--- src/rtl/patgen_tx_if.sv ---
// Word handshake between a parallel-word source and the serial pattern transmitter.
interface patgen_tx_if #(
  parameter int WIDTH = 8
);
  logic [WIDTH-1:0] data_i;
  logic             data_valid_i;
  logic             data_ready_o;

  modport master (output data_i, output data_valid_i, input data_ready_o);
  modport slave  (input data_i, input data_valid_i, output data_ready_o);
endinterface

--- src/rtl/patgen_tx.sv ---
// Serialises handshaked words MSB-first onto a din/valid bit stream and keeps a
// golden model (pulse plus saturating count) of overlapping PATTERN occurrences.
module patgen_tx #(
  parameter int                 WIDTH   = 8,
  parameter int                 PAT_LEN = 4,
  parameter logic [PAT_LEN-1:0] PATTERN = 4'b1101,
  parameter int                 GAP_CYC = 0,
  parameter int                 CNT_W   = 16
) (
  input  logic             clk_i,
  input  logic             rst_i,
  patgen_tx_if.slave       bus,
  input  logic             en_i,
  output logic             dout_o,
  output logic             valid_o,
  output logic             busy_o,
  input  logic             cnt_clr_i,
  output logic             exp_det_o,
  output logic [CNT_W-1:0] exp_cnt_o
);

  localparam int                BCNT_W    = $clog2(WIDTH);
  localparam logic [BCNT_W-1:0] BCNT_LAST = BCNT_W'(WIDTH - 1);
  localparam int                GCNT_W    = (GAP_CYC > 1) ? $clog2(GAP_CYC) : 1;
  localparam logic [GCNT_W-1:0] GCNT_LAST = GCNT_W'((GAP_CYC > 0) ? GAP_CYC - 1 : 0);
  localparam logic [CNT_W-1:0]  CNT_MAX   = {CNT_W{1'b1}};

  typedef enum logic [1:0] {
    ST_IDLE  = 2'd0,
    ST_SHIFT = 2'd1,
    ST_GAP   = 2'd2
  } state_t;

  state_t             state_r;
  state_t             state_s;
  logic [WIDTH-1:0]   sreg_r;
  logic [BCNT_W-1:0]  bcnt_r;
  logic [GCNT_W-1:0]  gcnt_r;
  logic [PAT_LEN-2:0] hist_r;
  logic [CNT_W-1:0]   cnt_r;

  logic               ready_s;
  logic               valid_s;
  logic               shift_s;
  logic               last_s;
  logic               load_s;
  logic               det_s;
  logic [PAT_LEN-1:0] win_s;

  // Window of the last PAT_LEN emitted bits, the one on dout_o being newest.
  assign win_s = {hist_r, sreg_r[WIDTH-1]};

  // State register.
  always_ff @(posedge clk_i or negedge rst_i) begin
    if (!rst_i) begin
      state_r <= ST_IDLE;
    end else begin
      state_r <= state_s;
    end
  end

  // Next-state logic.
  always_comb begin
    state_s = state_r;
    case (state_r)
      ST_IDLE:  state_s = load_s ? ST_SHIFT : ST_IDLE;
      ST_SHIFT: begin
        if (last_s) begin
          if (GAP_CYC == 0) begin
            state_s = load_s ? ST_SHIFT : ST_IDLE;
          end else begin
            state_s = ST_GAP;
          end
        end else begin
          state_s = ST_SHIFT;
        end
      end
      ST_GAP:   state_s = (gcnt_r == GCNT_LAST) ? ST_IDLE : ST_GAP;
      default:  state_s = ST_IDLE;
    endcase
  end

  // Output and strobe decode; ready is also offered on the final bit when back-to-back.
  always_comb begin
    ready_s = 1'b0;
    valid_s = 1'b0;
    shift_s = 1'b0;
    last_s  = 1'b0;
    case (state_r)
      ST_IDLE:  ready_s = 1'b1;
      ST_SHIFT: begin
        valid_s = en_i;
        shift_s = en_i;
        last_s  = en_i && (bcnt_r == BCNT_LAST);
        ready_s = (GAP_CYC == 0) && last_s;
      end
      ST_GAP:   ready_s = 1'b0;
      default:  ready_s = 1'b0;
    endcase
    load_s = ready_s && bus.data_valid_i;
    det_s  = valid_s && (win_s == PATTERN);
  end

  // Shift datapath: a load may coincide with consuming the last bit of the previous word.
  always_ff @(posedge clk_i or negedge rst_i) begin
    if (!rst_i) begin
      sreg_r <= '0;
      bcnt_r <= '0;
      gcnt_r <= '0;
      hist_r <= '0;
    end else begin
      if (load_s) begin
        sreg_r <= bus.data_i;
        bcnt_r <= '0;
      end else if (shift_s) begin
        sreg_r <= {sreg_r[WIDTH-2:0], 1'b0};
        bcnt_r <= bcnt_r + BCNT_W'(1);
      end else begin
        sreg_r <= sreg_r;
        bcnt_r <= bcnt_r;
      end
      if (shift_s) begin
        hist_r <= win_s[PAT_LEN-2:0];
      end else begin
        hist_r <= hist_r;
      end
      if (last_s) begin
        gcnt_r <= '0;
      end else if (state_r == ST_GAP) begin
        gcnt_r <= gcnt_r + GCNT_W'(1);
      end else begin
        gcnt_r <= gcnt_r;
      end
    end
  end

  // Golden detect counter; clear wins over a simultaneous detect.
  always_ff @(posedge clk_i or negedge rst_i) begin
    if (!rst_i) begin
      cnt_r <= '0;
    end else if (cnt_clr_i) begin
      cnt_r <= '0;
    end else if (det_s && (cnt_r != CNT_MAX)) begin
      cnt_r <= cnt_r + CNT_W'(1);
    end else begin
      cnt_r <= cnt_r;
    end
  end

  assign bus.data_ready_o = ready_s;
  assign valid_o          = valid_s;
  assign dout_o           = sreg_r[WIDTH-1];
  assign busy_o           = (state_r != ST_IDLE);
  assign exp_det_o        = det_s;
  assign exp_cnt_o        = cnt_r;

endmodule

--- src/flat_wrapper.sv ---
// flat-port wrapper written by rule: the top's interface ports become plain ports
module patgen_tx_flat 
#(
  parameter int                 WIDTH   = 8,
  parameter int                 PAT_LEN = 4,
  parameter logic [PAT_LEN-1:0] PATTERN = 4'b1101,
  parameter int                 GAP_CYC = 0,
  parameter int                 CNT_W   = 16
)
  (clk_i, rst_i, en_i, dout_o, valid_o, busy_o, cnt_clr_i, exp_det_o, exp_cnt_o, bus_data_i, bus_data_valid_i, bus_data_ready_o);
  patgen_tx_if #(.WIDTH(WIDTH)) bus_i ();
  input  logic clk_i;
  input  logic rst_i;
  input  logic en_i;
  output logic dout_o;
  output logic valid_o;
  output logic busy_o;
  input  logic cnt_clr_i;
  output logic exp_det_o;
  output logic [CNT_W-1:0] exp_cnt_o;
  input wire logic [$bits(bus_i.data_i)-1:0] bus_data_i;
  input wire logic [$bits(bus_i.data_valid_i)-1:0] bus_data_valid_i;
  output wire logic [$bits(bus_i.data_ready_o)-1:0] bus_data_ready_o;
  assign bus_i.data_i = bus_data_i;
  assign bus_i.data_valid_i = bus_data_valid_i;
  assign bus_data_ready_o = bus_i.data_ready_o;
  patgen_tx #(.WIDTH(WIDTH), .PAT_LEN(PAT_LEN), .PATTERN(PATTERN), .GAP_CYC(GAP_CYC), .CNT_W(CNT_W)) u_core (.clk_i(clk_i), .rst_i(rst_i), .bus(bus_i), .en_i(en_i), .dout_o(dout_o), .valid_o(valid_o), .busy_o(busy_o), .cnt_clr_i(cnt_clr_i), .exp_det_o(exp_det_o), .exp_cnt_o(exp_cnt_o));
endmodule
--- config.mk ---
export PLATFORM = sky130hd
export DESIGN_NAME = patgen_tx_flat
export DESIGN_NICKNAME = d
export VERILOG_FILES = /design/src/rtl/patgen_tx_if.sv /design/src/rtl/patgen_tx.sv /design/src/flat_wrapper.sv
export SDC_FILE = /design/constraint.sdc
export NUM_CORES = 1
export LEC_CHECK = 0
export ABC_CLOCK_PERIOD_IN_PS = 2300
export BUFFER_PORTS_ARGS = -buffer_cell sky130_fd_sc_hd__buf_2
export CORE_ASPECT_RATIO = 0.9
export CORE_MARGIN = 10
export CORE_UTILIZATION = 54
export CTS_BUF_LIST = sky130_fd_sc_hd__clkbuf_16
export CTS_CLUSTER_DIAMETER = 40
export CTS_CLUSTER_SIZE = 30
export DETAILED_ROUTE_END_ITERATION = 10
export PLACE_DENSITY = 0.78
export SYNTH_ARGS = -nofsm -noshare
export SYNTH_HDL_FRONTEND = slang
export SYNTH_SLANG_ARGS = --single-unit
--- constraint.sdc ---
create_clock -name clk_i -period 2.3 [get_ports clk_i]
set_clock_uncertainty 0.2 [all_clocks]
set_input_delay 0.69 -clock clk_i [delete_from_list [all_inputs] [get_ports clk_i]]
set_output_delay 0.69 -clock clk_i [all_outputs]
set_load 0.1 [all_outputs]
==> impl_metrics.json <==
{
  "status": "finished clean",
  "final_cells": 275,
  "peakVddDrop_mv": 0.660,
  "fp.dieH_um": 73.4,
  "synth_top_area_cell": "dfrtp_1",
  "rsz0062_at_grt": "true",
  "fin_crit_ns": 2.27,
  "required_ns": 1.41,
  "cts_hold_buffers": 0,
  "cp_max_fo": 2,
  "slew_viol_final": 0,
  "synthFlopType": "dfrtp_1",
  "numClockSinks": 33,
  "first_global_vias": 1594,
  "ys_top_cells_by_area": "dfrtp_1, nand2_1, a21oi_1",
  "core_um2": 3040,
  "top_level_ports": 34,
  "cp.arrival_ns": 1.38,
  "place_area_um2": 2100,
  "avgViaCountPerCell": 5.85,
  "slowest_stage": "dfrtp_1",
  "hold_viol": 0,
  "place_inst": 260,
  "antenna_found_initial": 0,
  "num_antenna_cells": 0,
  "seqPwrFrac_pct": 42.2,
  "critical-path-top-delay-family": "flip-flops",
  "die_x_um": 79.3,
  "finalSetupViolCount": 0,
  "num_rows": 19,
  "netlist_area_um2": 1710,
  "layout_commonest_cell": "buf_2",
  "grt_pass1_wl_um": 7380,
  "cpPeakStageDelay_ns": 0.36,
  "cts-root-buf": "clkbuf_16",
  "leakage_nw": 1.06,
  "fin_crit_sh_pct": 98.8,
  "synth_seq_cells": 33,
  "power_density_nw_per_um2": 796,
  "ys_seq_area_share_pct": 48.3,
  "cts_buffers": 5,
  "reg2reg_from": "u_core.exp_cnt_o[0]$_DFFE_PN0P_",
  "hold_path.class": "in2async",
  "synth_edf_count": 0,
  "path_buf_inv": 1,
  "design_area_um2": 2310,
  "path_class": "reg2out",
  "globalRoute.totalOverflow": 0,
  "max_cap_viol_count": 0,
  "grt_max_degree": 21,
  "postRouteAntennaNets": 0,
  "p_sw_w": 0.000578,
  "synth.top_cell.area_share_pct": 48.3,
  "initial_utilization_pct": 56.2,
  "clock_path_buffers": 2,
  "most-common-layout-cells": "buf_2, nand2_1, buf_4",
  "drt_pass1_iterations": 4,
  "endpoint_kind": "output pin",
  "fin_ws_ns": 0.0277,
  "ys_async_sr_fraction_pct": 100,
  "fin_nets": 248,
  "syn2layout_area_growth_pct": 35.3,
  "dr.first_iter.drc_count": 112,
  "tritoncts": "done",
  "grt_util_all_layers_pct": 15.8,
  "cts_max_level": 2,
  "routabilityCongestion": 0.800,
  "p_int_w": 0.00126,
  "swShare_pct": 31.4,
  "cp-start-kind": "flip-flop",
  "crit_path_start": "u_core.bcnt_r[1]$_DFFE_PN0P_",
  "multi_input_area_um2": 877,
  "register_area_um2": 857,
  "max_slew_margin_pct": 59.1,
  "crit_chain": "ha_2 > ha_4 > nand2_2 > a21oi_4 > buf_12",
  "synth_cell_types": 37,
  "vias": 1610,
  "dp_hpwl_um": 3140,
  "tightest_slew_ns": 0.609,
  "hold_slack_ns": 0.152,
  "wl_per_cell_um": 16.7,
  "dp_slack_ns": 0.0204,
  "cts.reportedPaths.clkPinSlew_ns": 0.05,
  "avgSynthCellArea_um2": 9.66,
  "final_core_util_pct": 76.0,
  "drive_gt1_share_pct": 41.2,
  "pwr-share-clk_pct": 33.9,
  "clkLatencyLatePin_ns": 0.28,
  "wl_um": 4600,
  "port_buffers": 33,
  "pwr-share-comb_pct": 24.0,
  "synth_nets": 193,
  "drcViolationCount": 0,
  "num-fill-cells": 243,
  "die-area_um2": 5820,
  "synth_warnings": 0,
  "synthCells": 177,
  "fmax_mhz": 440
}
-- timing repair --
action,4_1_cts,5_1_grt
buffers inserted,1,6
hold endpoints to repair,0,0
gates resized for setup,2,5
endpoints found under the setup margin,3,4
pin swaps,0,2
-- logic make-up after synthesis --
kind of cell    after synthesis  synth area share [%]
fa+ha+maj                     3                  2.19
xor+xnor                      1                 0.512
simple gates                 78                  26.0
mux                           9                  5.41
flops                        33                  48.3
buf+inv                      11                  2.63
compound gates               42                  14.9
-- final cells by class --
type,instances,share of cell area [%]
well taps,42,2.27
multi-input cells,133,37.9
inverters,5,0.973
clock buffers,5,5.41
repair buffers,54,15.9
flip-flops and latches,33,37.0
clock inverters,3,0.487
-- worst register-to-register path: stages (launching register included) --
cell and delay [ns]:
dfrtp_4 0.44, ha_1 0.21, nand4_1 0.19, or2_2 0.36, nor4_1 0.27, mux2_2 0.38
-- power groups by stage --
stage	Sequential (W)	Combinational [W]	Clock [W]
2_1_floorplan	0.000800	0.000229	0
3_3_place_gp	0.000764	0.000371	0
3_5_place_dp	0.000778	0.000390	0
4_1_cts	0.000768	0.000407	0.000630
5_1_grt	0.000789	0.000482	0.000659
6_report	0.000776	0.000441	0.000624
-- synth_stat cells (3+ instances only) --
library cell / number
nor2_1: 5
inv_1: 4
o21ai_0: 13
or3_1: 3
or4_1: 6
nand4_1: 8
nor3_1: 3
a21oi_1: 16
nand2_1: 31
mux2i_1: 7
ha_1: 3
or2_2: 4
buf_2: 3
o41ai_1: 3
dfrtp_1: 33
o31ai_1: 6
-- layer usage --
layer	part of all wire, %	wire (um)	up-vias	global-route usage (%)
li1	-	-	766	-
met3	6.7	308	11	4.63
met5	0	0	-	0
met4	2.0	91	0	7.36
met2	49	2250	57	25.9
met1	42	1950	776	18.7
-- registers in the layout (all words and copies together) (netlist names) --
signal / count
u_core.exp_cnt_o: 16
u_core.hist_r: 3
u_core.bcnt_r: 3
u_core.sreg_r: 8
u_core.state_r: 2
u_core.gcnt_r: 1
-- metrics by stage --
stage | total power (W) | setup TNS [ns]
6_report | 0.00184 | 0
2_1_floorplan | 0.00103 | -0.0220
5_1_grt | 0.00193 | -0.0374
4_1_cts | 0.00180 | 0
3_3_place_gp | 0.00114 | 0
3_5_place_dp | 0.00117 | 0
-- final timing paths --
path                                                     to  depth (start not counted)  slack (ns)
setup reg to reg           u_core.exp_cnt_o[10]$_DFFE_PN0P_                          5        0.14
setup / recovery                           bus_data_ready_o                          5        0.03
hold / removal              u_core.exp_cnt_o[9]$_DFFE_PN0P_                          1        0.15
min in group clk_i          u_core.exp_cnt_o[4]$_DFFE_PN0P_                          1        0.31
max in group asynchronous   u_core.exp_cnt_o[5]$_DFFE_PN0P_                          2        1.24
hold reg to reg             u_core.exp_cnt_o[4]$_DFFE_PN0P_                          1        0.31
(Power assumes the default switching activity.)
